File: src/rtl/booth_mul_seq.sv
// Sequential radix-4 Booth multiplier: one recoded triplet per RUN cycle into a
// 2*WIDTH accumulator, registered signed product presented with a one-cycle done.
module booth_mul_seq #(
  parameter int WIDTH = 8
) (
  input  logic               clk,
  input  logic               rst_n,
  input  logic               start,
  input  logic               abort,
  input  logic [WIDTH-1:0]   a,
  input  logic [WIDTH-1:0]   b,
  output logic               busy,
  output logic               done,
  output logic [2*WIDTH-1:0] result
);

  localparam int PW = 2 * WIDTH;
  localparam int CW = $clog2(WIDTH / 2) + 1;
  localparam logic [CW-1:0] LAST = CW'(WIDTH / 2 - 1);

  localparam logic [1:0] S_IDLE = 2'd0;
  localparam logic [1:0] S_RUN  = 2'd1;
  localparam logic [1:0] S_DONE = 2'd2;

  logic [1:0]       state;
  logic [WIDTH-1:0] mcand;
  logic [WIDTH:0]   bx;
  logic [PW-1:0]    acc;
  logic [CW-1:0]    cnt;
  logic [PW-1:0]    a_ext;
  logic [PW-1:0]    pp;
  logic [PW-1:0]    pp_sh;

  assign busy = (state == S_RUN) || (state == S_DONE);

  // bx shifts right two bits per cycle, so the current triplet is always bx[2:0]
  always_comb begin
    a_ext = {{WIDTH{mcand[WIDTH-1]}}, mcand};
    case (bx[2:0])
      3'b001, 3'b010: pp = a_ext;
      3'b011:         pp = a_ext << 1;
      3'b100:         pp = -(a_ext << 1);
      3'b101, 3'b110: pp = -a_ext;
      default:        pp = '0;
    endcase
    pp_sh = pp << {cnt, 1'b0};
  end

  always_ff @(posedge clk or negedge rst_n) begin
    if (!rst_n) begin
      state  <= S_IDLE;
      mcand  <= '0;
      bx     <= '0;
      acc    <= '0;
      cnt    <= '0;
      result <= '0;
      done   <= 1'b0;
    end else begin
      done <= 1'b0;
      case (state)
        S_IDLE: begin
          if (start) begin
            mcand <= a;
            bx    <= {b, 1'b0};
            acc   <= '0;
            cnt   <= '0;
            state <= S_RUN;
          end
        end
        S_RUN: begin
          if (abort) begin
            state <= S_IDLE;
          end else begin
            acc <= acc + pp_sh;
            bx  <= {2'b00, bx[WIDTH:2]};
            cnt <= cnt + CW'(1);
            if (cnt == LAST) state <= S_DONE;
          end
        end
        S_DONE: begin
          result <= acc;
          done   <= 1'b1;
          state  <= S_IDLE;
        end
        default: state <= S_IDLE;
      endcase
    end
  end

endmodule

File: config.mk
export PLATFORM = sky130hd
export DESIGN_NAME = booth_mul_seq
export DESIGN_NICKNAME = d
export VERILOG_FILES = /design/src/rtl/booth_mul_seq.sv
export SDC_FILE = /design/constraint.sdc
export NUM_CORES = 1
export LEC_CHECK = 0
export BUFFER_PORTS_ARGS = -buffer_cell sky130_fd_sc_hd__buf_2
export CORE_ASPECT_RATIO = 0.75
export CORE_UTILIZATION = 25
export DETAILED_ROUTE_END_ITERATION = 8
export PLACE_DENSITY = 0.4
export REMOVE_ABC_BUFFERS = 1
export SLEW_MARGIN = 20
export SYNTH_ARGS = -nofsm -noshare
export SYNTH_HDL_FRONTEND = slang
export SYNTH_SLANG_ARGS = --single-unit
File: constraint.sdc
create_clock -name clk -period 4.1 [get_ports clk]
set_input_delay 0.41 -clock clk [delete_from_list [all_inputs] [get_ports clk]]
set_output_delay 0.41 -clock clk [all_outputs]
set_load 0.03 [all_outputs]
-- After elaboration in Yosys (flattened, before gate mapping)
Cells that the tools add are included.
- bits in registers: 55
- bits of input ports: 20
- word-level logic and storage cells: 47
- $add $sub $neg: 4
- equality and inequality tests: 12
- shift-type cells: 1
- muxes and demuxes: 15
- reduce and logical (&&, ||, !) cells: 8
- operators by type and width (kind ; count):
    16-bit one-hot mux with 4 select lines ; 1
    16-bit two-way mux ; 2
    16-bit negation ; 2
    16-bit one-hot mux with 2 select lines ; 1
    9-bit two-way mux ; 2
    9-bit one-hot mux with 2 select lines ; 1
    16-bit adder ; 1
    16-bit by 4-bit left shift with 16-bit output ; 1
    3-bit by 2-bit == test with 1-bit output, second input constant ; 3
    3-bit == test, second input constant ; 3
    2-bit two-way mux ; 3
    3-bit two-way mux ; 2
    3-bit one-hot mux with 2 select lines ; 1
    2-bit inequality test, second input constant ; 2
    2-bit one-hot mux with 2 select lines ; 1
    2-bit AND reduction ; 2
    2-bit OR reduction ; 2
    3-bit by 1-bit adder with 3-bit output, second input constant ; 1
    3-bit by 1-bit == test with 1-bit output, second input constant ; 1
    3-bit by 2-bit inequality test with 1-bit output, second input constant ; 1
    3-bit AND reduction ; 1
    2-bit by 1-bit == test with 1-bit output, second input constant ; 1
    2-bit == test, second input constant ; 1
    2-bit logical NOT ; 1
    other kinds (3) ; 3

-- Depth between registers and ports, before layout
Gate-level depths: netlist of run 1.
- word-level depth: 7
- gate-level depth with buffers: 18

-- Worst setup path before layout of run 1
Ideal clock, no wire load.
- path type: register -> register
- start point: register mcand[0]
- end point: register acc[15]
- setup time: 0.129 ns
- data arrival time: 4.066 ns
- data required time: 3.971 ns
- setup slack: -0.095 ns
- cell stages (with the launch flop): 17
- path through: dfrtp_1 > inv_1 > ha_1 > or3b_4 > o21ai_1 > xnor2_1 > a22o_1 > mux4_2 > a22o_1 > ha_1 > a2111oi_0 > o21ai_0 > a221oi_1 > o41a_1 > a2111oi_0 > a31oi_1 > nand3_1
- longest elaborated chain between the ends: 6
- RTL lines (item ; line ; source):
    start: declaration ; 26 ; logic [WIDTH-1:0] mcand;
    start signal: assignment ; 52 ; mcand <= '0;
    start signal: assignment ; 63 ; mcand <= a;
    16-bit negation, on equally long branches ; 43, 42 ;
    16-bit one-hot mux with 4 select lines (*) ; 39 ; case (bx[2:0])
    16-bit by 4-bit left shift with 16-bit output (*) ; 46 ; pp_sh = pp << {cnt, 1'b0};
    16-bit adder (*) ; 74 ; acc <= acc + pp_sh;
    16-bit two-way mux (*) ; 71 ; if (abort) begin
    16-bit one-hot mux with 2 select lines (*) ; 60 ; case (state)
    end signal: assignment ; 74 ;
    end: declaration ; 28 ; logic [PW-1:0] acc;
Mark *: on every way between the ends. The rest lies on a longest branch, timed or not. The select of a mux whose other input is x is not followed.
A chain may end at the register's enable or synchronous reset.

-- Worst setup path after layout of run 1
Same ends and word-level chain as after synthesis.

==> results of run 1 <==
## layout make-up
cell class	count	area, um2	share of cell area [%]
multi-input cells	330	2500	50.7
flip-flops and latches	55	1380	27.9
repair buffers	89	583	11.8
well taps	205	256	5.20
clock buffers	6	129	2.61
inverters	19	71.3	1.45
clock inverters	2	12.5	0.254
## metrics by stage
stage,cell area (um2),hold slack [ns]
after floorplan,3780,0.114
after global placement,4570,0.463
after detailed placement,4570,0.471
after CTS,4790,0.197
after global routing,4930,0.218
final,4930,0.160
## repair_timing
item	CTS	global route
buffers inserted	1	6
setup endpoints to repair	4	7
resized for setup	13	23
pin swaps	14	10
## final timing paths
path,end,start,depth (start not counted),slack [ns]
min in group clk,mcand[5],a[5],2,0.34
hold / removal,mcand[2],rst_n,1,0.16
setup reg to reg,acc[15],mcand[0],15,0.05
hold reg to reg,bx[5],bx[5],2,0.48
max in group asynchronous,cnt[2],rst_n,2,3.10
setup / recovery,acc[15],mcand[0],15,0.05
## flip-flops by register name, summed over array words and instances (netlist names)
signal,count
result,16
acc,16
cnt,3
done,1
bx,9
state,2
mcand,8
## logic make-up after synthesis
| group | count (synthesis) |
|---|---|
| AO/OA/AOI/OAI | 126 |
| XOR/XNOR | 17 |
| adder cells (fa/ha/maj) | 24 |
| buffers and inverters | 44 |
| flip-flops | 55 |
| multiplexers | 39 |
| AND/OR/NAND/NOR | 124 |
## per-layer routing
layer  wire length [um]  global-route usage [%]
met1               6030                    21.9
met2               4270                    20.3
met3                455                    2.30
met4                 44                    2.16
met5                  0                       0
## placed cells by master (no fill, tap or decap), types with 3 or more instances in the layout
cell / count
sky130_fd_sc_hd__nand3b_1: 3
sky130_fd_sc_hd__and2_1: 6
sky130_fd_sc_hd__nand2b_1: 6
sky130_fd_sc_hd__mux2i_1: 10
sky130_fd_sc_hd__o21ai_0: 33
sky130_fd_sc_hd__o21ai_2: 3
sky130_fd_sc_hd__nand3_1: 6
sky130_fd_sc_hd__nand2_1: 46
sky130_fd_sc_hd__buf_4: 50
sky130_fd_sc_hd__buf_2: 37
sky130_fd_sc_hd__ha_1: 19
sky130_fd_sc_hd__xnor2_1: 8
sky130_fd_sc_hd__inv_1: 19
sky130_fd_sc_hd__clkbuf_16: 5
sky130_fd_sc_hd__o211a_1: 4
sky130_fd_sc_hd__a211oi_1: 3
sky130_fd_sc_hd__and3_1: 4
sky130_fd_sc_hd__or2_2: 4
sky130_fd_sc_hd__o211ai_1: 3
sky130_fd_sc_hd__dfrtp_1: 55
sky130_fd_sc_hd__a22o_1: 7
sky130_fd_sc_hd__mux2_2: 28
sky130_fd_sc_hd__a21oi_1: 21
sky130_fd_sc_hd__o21ai_1: 6
sky130_fd_sc_hd__a31oi_1: 7
sky130_fd_sc_hd__a221oi_1: 3
sky130_fd_sc_hd__a21o_1: 4
sky130_fd_sc_hd__nor3_1: 9
sky130_fd_sc_hd__nor2b_1: 3
sky130_fd_sc_hd__o31ai_1: 4
sky130_fd_sc_hd__a21oi_2: 5
sky130_fd_sc_hd__nand4_1: 3
sky130_fd_sc_hd__nor2_1: 20
sky130_fd_sc_hd__xor2_1: 7
==> run summary, run 1 <==
The flow ran to the end, and the final reports show no timing, DRC or antenna violations. In the final routed layout, each cell accounts on average for 15.3 um. The fraction of synthesized area in multiplexers is 11.2%, and the transition time at the pin with the least slew margin is 0.820 ns.

The final critical path time including I/O delays and setup is 4.05 ns. The count of filler cells inserted in the layout came out at 1645. For the final routed database, the setup TNS stands at 0 ns.

Once placement completed, the tool counted placed cells totaling 692. The post-synthesis sequential element count is 55, and the via density per instance is 4.80. On the worst path, the slowest cell contributes a delay of 0.59 ns. Entering global routing, the biggest net connects 30 pins. 0 antenna diodes ended up in the layout.

The worst setup path is of the reg2reg kind. The area growth from synthesis to layout is 26.4%. Max-cap violations in this run came to 0.

The number of input and output port buffers inserted is 37. Ranked by total cell area, the synthesized netlist is headed by sky130_fd_sc_hd__dfrtp_1, sky130_fd_sc_hd__mux2_2, sky130_fd_sc_hd__ha_1. The CTS buffer count is 5.

The number of top-level pins was 38. For the worst max-slew margin expressed relative to the limit, the log shows 45.4%. The count of unique library cells instantiated by Yosys is 63, and the share of the clock period used by the worst path is 98.7%. TritonCTS built the clock tree. The standard cell with the maximum stage delay on the critical path was sky130_fd_sc_hd__or4_4.

The worst slack after detailed placement was -0.189 ns. The overall via count from detail_route is 3388. The die boundary height was 110 um; the final count of pins violating max slew was 0. The count of synthesis-stage warnings from yosys was 0. Derived from the worst setup path, the maximum achievable clock frequency is 247 MHz. Clock-pin slew was measured on the worst setup and hold paths at 0.07 ns.

The die area was 16100 um2. By instance count, the leading cell after synthesis is sky130_fd_sc_hd__dfrtp_1. The congestion estimate from routability-driven global placement came to 0.825. The synthesized design spends more area on one cell type than any other, namely sky130_fd_sc_hd__dfrtp_1. The number of buffers and inverters on the critical path is 2. Summing the areas of all and, or, nand and nor instances in the mapped netlist gives 16.1% of the synthesized area.

The tools report the total number of placement rows as 39. The level count of the clock H-tree came out at 2. After synthesis, the largest family of logic cells by area is compound AO/OA/AOI/OAI gates. For the share of the core filled with cells in the final layout, the log shows 32.4%. Counting flops with a built-in enable in the synthesized netlist gives 0.

The area fraction in compound gates after synthesis is 20.7%. The buffer cell driving the clock tree root was sky130_fd_sc_hd__clkbuf_16. The launching element type of the critical path was a flop. At the worst endpoint, the required time is 4.33 ns. The synthesized-area fraction occupied by xor and xnor cells works out to 3.82%.

Broken down by cell family, the worst path's largest delay share belongs to compound AO/OA/AOI/OAI gates. The tools report the first-pass GRT wire length as 17.9 mm. The logs give 0.0527 ns for the final setup slack of the worst path and 14.1% for the global-route total usage across every layer. Excluding fillers, the count of instances in the completed layout stands at 706. The synthesized cell area came out at 3900 um2. The number of antenna violations at the first check in global routing is 0. For the hold buffer count at CTS, the log shows 0. The commonest cells after synthesis are sky130_fd_sc_hd__dfrtp_1, sky130_fd_sc_hd__nand2_1, sky130_fd_sc_hd__o21ai_0. In the synthesized netlist the dominant register cell turns out to be sky130_fd_sc_hd__dfrtp_1. Of all flip-flops after synthesis, the portion carrying an async set or reset was 100%. For the sequential share of the synthesized area, the log shows 35.3%.

The critical path goes through buf_4, or4_4, and2_1, a22o_1, mux4_2, a22o_1, ha_4, buf_6, a21o_1, o211a_1, a221oi_4, o41a_1, nor3b_1, mux2i_1, nand3_1. The later pin in the worst-skew pair is clocked with a latency of 0.29 ns. The initial utilization of the core area, before any placement, comes to 25.6%. Data arrives at the worst endpoint at 4.28 ns. Setup repair after global routing could not meet its margin everywhere. Adder and majority cell fraction of the synthesized area: 7.89%. After detailed routing, the number of remaining DRC violations is 0. The pre-antenna-repair detailed-routing pass consisted of 5 iterations.

The die width works out to 146 um. The number of global-route vias before repair is 3385. The class of the tightest hold or removal check was in2async. In this run the worst path has a maximum fanout of 7. Final wirelength: 10.8 mm. Global routing finished with a remaining overflow of 0. Setup violations remaining at the end of the flow were counted as 0.

For the core area, the log shows 15200 um2. In the final layout, the share of cells above drive strength 1 is 31.3%. After synthesis, the mean cell area works out to 9.10 um2.

Across the routed clock network, the largest skew measured is 0.00452 ns. The endpoint type of the worst setup path was a flop. The residual antenna-violating net count after detailed routing came out at 0.

The tools report the number of buffers on the longest clock path as 2. The cell that appears most often on the critical path is sky130_fd_sc_hd__a22o_1. The logs give 8.23 mm for the placed wire-length estimate and 429 for the number of instances in the synthesized netlist.

The final hold violation count came out at 0. For the sink count of the clock tree, the log shows 55. After the first detailed-routing iteration, the DRC count stood at 219. At the end of the flow, the number of nets in the layout was 544.

The top cell type by area accounts for 35.3% of the synthesized area.
Power of run 1 is not shown: default switching activity piles up to over one toggle a cycle in this logic, so the estimate is an artifact.
==> run 2, diff against run 1 <==
- CORE_MARGIN: default -> 2
- CTS_CLUSTER_DIAMETER: default -> 50
==> run summary, run 2 (same netlist as run 1, synthesis figures left out) <==
The flow ran to the end, and the final reports show no timing, DRC or antenna violations. The number of global-route vias before repair is 3438 (was 3385). The maximum fanout encountered on the critical timing path is 3 (was 7), and the fmax is 246 MHz (was 247 MHz). The transition time at the pin with the least slew margin was 0.795 ns (was 0.820 ns); the global-route track usage on met3 was 2.80% (was 2.30%).

The number of top-level pins is 38 (unchanged). The clock latency on the worst-skew pair is 0.31 ns (was 0.29 ns), and the final critical path time including I/O delays and setup is 4.07 ns (was 4.05 ns). The total number of placement rows is 39 (unchanged), and the final count of pins violating max slew is 0 (unchanged). The fraction of layout cells with a size suffix above 1 came out at 31.1% (was 31.3%). The tools report the die area as 16600 um2 (was 16100 um2). The run gives 0.856 (was 0.825) as the final weighted congestion in routability-driven placement.

The family with the most delay on the worst path is compound AO/OA/AOI/OAI gates (unchanged). Category of the critical setup timing path: reg2reg (unchanged). The met1 layer usage reported by global route was 21.6% (was 21.9%).

The net total in the final layout came out at 551 (was 544). The run gives 0 (unchanged) as the number of antenna cells inserted. The critical path's largest stage delay was 0.48 ns (was 0.59 ns); the clock edge transition at the registers on the reported setup and hold paths was 0.08 ns (was 0.07 ns).

The die width was 148 um (was 146 um); the worst path arrival time was 4.23 ns (was 4.28 ns). The placed wire-length estimate is 8.36 mm (was 8.23 mm). For the global routing usage on met2, the log shows 19.3% (was 20.3%). The reg2reg setup slack was 0.03 ns (was 0.05 ns). The final routed DRC violation total is 0 (unchanged). Endpoint type of the worst setup path: a flop (unchanged). The overall via count from detail_route came out at 3446 (was 3388).

The area growth from synthesis to layout came out at 26.4% (about the same). The placed cell area was 4630 um2 (was 4570 um2); the die boundary height was 112 um (was 110 um). The residual antenna-violating net count after detailed routing was 0 (unchanged). The run gives 0 (unchanged) as the hold buffer count at CTS. Global-route layer with the greatest usage: met1 (unchanged). Largest registers ranked by flip-flop count: acc x16, result x16, bx x9 (unchanged). The tools report the worst-case clock skew as 0.00827 ns (was 0.00452 ns). The wire length per cell after detailed routing was 15.2 um (was 15.3 um); the via density per instance was 4.83 (was 4.80). The tools report the CTS buffer count as 5 (unchanged). Most repeated library cell on the critical path: sky130_fd_sc_hd__a22o_1 (unchanged). The most common library cell in the layout ignoring fill and taps is sky130_fd_sc_hd__buf_4 (was sky130_fd_sc_hd__dfrtp_1). TritonCTS built the clock tree. The share of the core filled with cells in the final layout was 32.4% (about the same); the count of final setup violators was 0 (unchanged). Setup repair after global routing could not meet its margin everywhere. The number of input and output port buffers inserted is 37 (unchanged).

The logs give 269 (was 219) for the detailed router's first-iteration violation count and 0 (unchanged) for the overall overflow remaining after global route. The tools report the level count of the clock H-tree as 2 (unchanged). For the number of antenna violations at the first check in global routing, the log shows 0 (unchanged). Cell Chain, Critical Path: inv_1, ha_2, or3b_4, o21ai_4, xnor2_2, a22o_1, mux4_2, a22o_1, ha_4, buf_6, a21o_1, o211a_1, a221oi_4, buf_4, o21bai_1, a21oi_1, xor2_1, o21ai_1 (was buf_4, or4_4, and2_1, a22o_1, mux4_2, a22o_1, ha_4, buf_6, a21o_1, o211a_1, a221oi_4, o41a_1, nor3b_1, mux2i_1, nand3_1).

The run gives 4 (was 5) as the detailed-router iteration count before antenna repair. The final hold violation count is 0 (unchanged). The buffer cell driving the clock tree root is sky130_fd_sc_hd__clkbuf_16 (unchanged). The initial core utilization came out at 25.6% (unchanged). The launching element type of the critical path is a flop (unchanged).

The standard cell with the maximum stage delay on the critical path was sky130_fd_sc_hd__mux4_2 (was sky130_fd_sc_hd__or4_4). For the first-pass GRT wire length, the log shows 18.3 mm (was 17.9 mm). The buffers plus inverters on the worst setup path is 3 (was 2).

The run gives 4930 um2 (about the same) as the cell area after layout. Most frequent cells in the layout: sky130_fd_sc_hd__buf_4, sky130_fd_sc_hd__dfrtp_1, sky130_fd_sc_hd__nand2_1 (was sky130_fd_sc_hd__dfrtp_1, sky130_fd_sc_hd__buf_4, sky130_fd_sc_hd__nand2_1). The share of the clock period used by the worst path is 99.2% (was 98.7%).

The run gives 29 (was 30) as the maximum number of pins on one net before global-route repair. The tools report the global-route total usage across every layer as 13.9% (was 14.1%). For the endpoint required time on the critical path, the log shows 4.27 ns (was 4.33 ns). The logs give 0 (unchanged) for the total of max-cap violations and 47.0% (was 45.4%) for the worst max-slew margin expressed relative to the limit. For the sink count of the clock tree, the log shows 55 (unchanged). The tools report the core area as 15200 um2 (unchanged). For the final wirelength, the log shows 10.9 mm (was 10.8 mm). The class of the tightest hold or removal check is in2async (unchanged). For the number of buffers on the longest clock path, the log shows 2 (unchanged).
-- run 2: area by class of cell --
cell class | count | area [um2]
fillers | 1608 | 10300
multi-input cells | 330 | 2460
flip-flops and latches | 55 | 1380
repair buffers | 96 | 632
well taps | 205 | 256
clock buffers | 6 | 129
inverters | 19 | 71.3
clock inverters | 2 | 12.5
-- run 2: final timing paths --
| path | start | end | depth (start not counted) |
|---|---|---|---|
| setup / recovery | mcand[1] | acc[11] | 18 |
| hold / removal | rst_n | mcand[2] | 1 |
| setup reg to reg | mcand[1] | acc[11] | 18 |
| hold reg to reg | bx[3] | bx[3] | 2 |
| max in group asynchronous | rst_n | result[9] | 2 |
| min in group clk | a[5] | mcand[5] | 2 |
-- run 2: what timing repair did --
| action | 4_1_cts | 5_1_grt |
|---|---|---|
| setup endpoints to repair | 5 | 8 |
| cloned | 0 | 0 |
| gates resized for setup | 9 | 21 |
| setup buffers | 2 | 4 |
| pin swaps | 5 | 13 |
| hold endpoints to repair | 0 | 0 |
-- run 2: per-layer routing --
metal | part of all wire (%) | wire, um
met5 | 0 | 0
met4 | 1.0 | 110
met3 | 5.2 | 565
met2 | 39 | 4240
met1 | 55 | 5960
-- run 2: metrics by stage --
step	TNS (ns)	setup slack (ns)	hold slack, ns	cells
after floorplan	-0.203	-0.0979	0.114	404
after global placement	-0.342	-0.117	0.461	700
after global routing	-0.505	-0.160	0.188	713
final	0	0.0346	0.140	713
after detailed placement	-0.587	-0.224	0.470	700
after CTS	0	0.00467	0.166	710
Power of run 2 is left out for the same reason.
==> run 3, diff against run 2 <==
- BUFFER_PORTS_ARGS: -buffer_cell sky130_fd_sc_hd__buf_2 -> default
- DONT_BUFFER_PORTS: default -> 1
- PLACE_DENSITY: 0.4 -> 0.38
==> run summary, run 3 (same netlist as run 1, synthesis figures left out) <==
The total of max-cap violations came out at 0 (unchanged). The endpoint of the worst-slack reg-to-reg timing path was acc[15] (was acc[11]). The final wirelength is 10.8 mm (was 10.9 mm), and the via density per instance is 4.92 (was 4.83). The tools report the number of antenna cells inserted as 0 (unchanged).

Family with the most delay on the worst path: compound AO/OA/AOI/OAI gates (unchanged). The die width is 148 um (unchanged). The run gives 0 (unchanged) as the number of antenna violations at the first check in global routing. Endpoint type of the worst setup path: a flop (unchanged). The number of cells on the critical path was 16 (was 18); the number of global-route vias before repair was 3254 (was 3438).

For the level count of the clock H-tree, the log shows 2 (unchanged). The share of the core filled with cells in the final layout was 31.5% (was 32.4%); the clock edge transition at the registers on the reported setup and hold paths was 0.07 ns (was 0.08 ns). The run finished, with violations left. The worst max-slew margin expressed relative to the limit was 44.8% (was 47.0%). For the die area, the log shows 16600 um2 (unchanged). The tools report the count of final setup violators as 1 (was 0). The reg2reg setup slack is -0.02 ns (was 0.03 ns). The final critical path time including I/O delays and setup was 4.12 ns (was 4.07 ns); the maximum fanout encountered on the critical timing path was 5 (was 3). Launching element type of the critical path: a flop (unchanged). The detailed router's first-iteration violation count is 183 (was 269).

The worst setup path startpoint is mcand[1] (unchanged). The worst path arrival time is 4.29 ns (was 4.23 ns). The category of the critical setup timing path was reg2reg (unchanged). The final routed DRC violation total was 0 (unchanged).

The core area is 15200 um2 (unchanged). The standard cell with the maximum stage delay on the critical path is sky130_fd_sc_hd__or4_4 (was sky130_fd_sc_hd__mux4_2). The final reports fail on negative setup slack. For the area taken by flip-flops and latches, the log shows 1380 um2 (unchanged). The most common library cell in the layout ignoring fill and taps was sky130_fd_sc_hd__dfrtp_1 (was sky130_fd_sc_hd__buf_4). The run gives -0.0152 ns (was 0.0346 ns) as the final setup slack of the worst path.

First-pass GRT wire length: 17.8 mm (was 18.3 mm). The number of cell instances on the worst register-to-register path was 16 (was 18); the area growth from synthesis to layout was 22.8% (was 26.4%). The run gives 38 (unchanged) as the number of top-level pins. The endpoint required time on the critical path was 4.28 ns (was 4.27 ns); the final weighted congestion in routability-driven placement was 0.833 (was 0.856). The run gives 55 (unchanged) as the sink count of the clock tree.

Most frequent cells in the layout: sky130_fd_sc_hd__dfrtp_1, sky130_fd_sc_hd__buf_4, sky130_fd_sc_hd__nand2_1 (was sky130_fd_sc_hd__buf_4, sky130_fd_sc_hd__dfrtp_1, sky130_fd_sc_hd__nand2_1). The run gives 0 (unchanged) as the final hold violation count. Overall via count from detail_route: 3303 (was 3446).

The tools report the fmax as 243 MHz (was 246 MHz). TritonCTS built the clock tree. The run gives 0 (unchanged) as the overall overflow remaining after global route. The number of input and output port buffers inserted works out to 0 (was 37). The tools report the buffer cell driving the clock tree root as sky130_fd_sc_hd__clkbuf_16 (unchanged). The final setup TNS was -0.0152 ns (was 0 ns); the count of filler cells inserted in the layout was 1618 (was 1608). Cell Chain, Critical Path: buf_6, or4_4, buf_12, nor2_8, xnor2_1, a22o_1, mux4_2, a22o_1, ha_4, o211a_1, o211a_1, a221oi_4, o41a_1, and3_1, a31oi_1, nand3_1 (was inv_1, ha_2, or3b_4, o21ai_4, xnor2_2, a22o_1, mux4_2, a22o_1, ha_4, buf_6, a21o_1, o211a_1, a221oi_4, buf_4, o21bai_1, a21oi_1, xor2_1, o21ai_1). The global-route total usage across every layer was 13.3% (was 13.9%). The tools report the detailed-router iteration count before antenna repair as 4 (unchanged). Setup repair after global routing could not meet its margin everywhere.

The run gives 0 (unchanged) as the residual antenna-violating net count after detailed routing. For the worst-case clock skew, the log shows 0.00397 ns (was 0.00827 ns). The wire length per cell after detailed routing is 16.1 um (was 15.2 um). The run gives 39 (unchanged) as the total number of placement rows. The total area of multi-input combinational cells was 2470 um2 (was 2460 um2). CTS buffer count: 5 (unchanged).

The die boundary height was 112 um (unchanged). The net total in the final layout came out at 510 (was 551). The buffers plus inverters on the worst setup path works out to 2 (was 3). The tools report the final hold slack as 0.256 ns (was 0.140 ns). The share of the clock period used by the worst path came out at 100% (was 99.2%). For the maximum number of pins on one net before global-route repair, the log shows 56 (was 29). The worst setup path endpoint was acc[15] (was acc[11]). Placed wire-length estimate: 8.14 mm (was 8.36 mm). Number of buffers on the longest clock path: 2 (unchanged). For the initial core utilization, the log shows 25.6% (unchanged). The class of the tightest hold or removal check was in2reg (was in2async). Transition time at the pin with the least slew margin: 0.828 ns (was 0.795 ns). Largest registers ranked by flip-flop count: acc x16, result x16, bx x9 (unchanged). The clock latency on the worst-skew pair is 0.29 ns (was 0.31 ns). The fraction of layout cells with a size suffix above 1 was 25.7% (was 31.1%); the critical path's largest stage delay was 0.57 ns (was 0.48 ns).

Launching point of the worst reg2reg path: mcand[1] (unchanged). Final count of pins violating max slew: 0 (unchanged).
## run 3: cell count changes in the layout (fill, tap and decap cells not counted), sizes merged
| cell | change |
|---|---|
| clkinv | -1 |
| clkbuf | +1 |
| buf | -42 |
| dlygate4sd3 | +1 |
## run 3: worst register-to-register path: stages, from the launching register on
cell,delay [ns]
sky130_fd_sc_hd__dfrtp_1,0.39
sky130_fd_sc_hd__buf_6,0.13
sky130_fd_sc_hd__or4_4,0.57
sky130_fd_sc_hd__buf_12,0.16
sky130_fd_sc_hd__nor2_8,0.07
sky130_fd_sc_hd__xnor2_1,0.06
sky130_fd_sc_hd__a22o_1,0.17
sky130_fd_sc_hd__mux4_2,0.48
sky130_fd_sc_hd__a22o_1,0.29
sky130_fd_sc_hd__ha_4,0.30
sky130_fd_sc_hd__o211a_1,0.16
sky130_fd_sc_hd__o211a_1,0.20
sky130_fd_sc_hd__a221oi_4,0.09
sky130_fd_sc_hd__o41a_1,0.49
sky130_fd_sc_hd__and3_1,0.20
sky130_fd_sc_hd__a31oi_1,0.16
sky130_fd_sc_hd__nand3_1,0.09
## run 3: repair_timing
item / CTS / global route
endpoints found under the hold margin: 55 / 0
gates resized for setup: 6 / 26
hold buffers: 2 / 0
buffers inserted: 1 / 5
pin swaps: 4 / 19
endpoints found under the setup margin: 3 / 7
## run 3: metrics by stage
stage / setup WS [ns] / area (um2) / std cells
final: -0.0152 / 4790 / 672
after global routing: -0.143 / 4790 / 672
after CTS: 0.0113 / 4630 / 668
after detailed placement: -0.154 / 4400 / 657
after global placement: -0.0699 / 4400 / 657
after floorplan: -0.0979 / 3780 / 404
## run 3: cell type report
cell class                      instances  area share [%]
Multi-Input combinational cell        330            51.6
Sequential cell                        55            28.7
Timing Repair Buffer                   55            9.51
Tap cell                              205            5.35
Clock buffer                            7            3.19
Inverter                               19            1.49
Clock inverter                          1           0.157
## run 3: how the worst min path moves through the flow
stage	startpoint	to	slack, ns	cells past startpoint
floorplan	rst_n	acc[0]	0.11	0
global placement	rst_n	acc[0]	0.12	0
detailed placement	rst_n	result[0]	0.12	0
CTS	b[6]	bx[7]	0.25	2
global route	a[7]	mcand[7]	0.24	1
finish	b[6]	bx[7]	0.26	2
## run 3: routing by layer
metal	track usage [%]	vias up	share of wire, %
met5	0	-	0
met4	1.65	0	0.43
met3	3.21	4	4.4
met2	19.2	56	41
met1	20.6	1605	55
li1	-	1638	-
Power of run 3 is left out for the same reason.
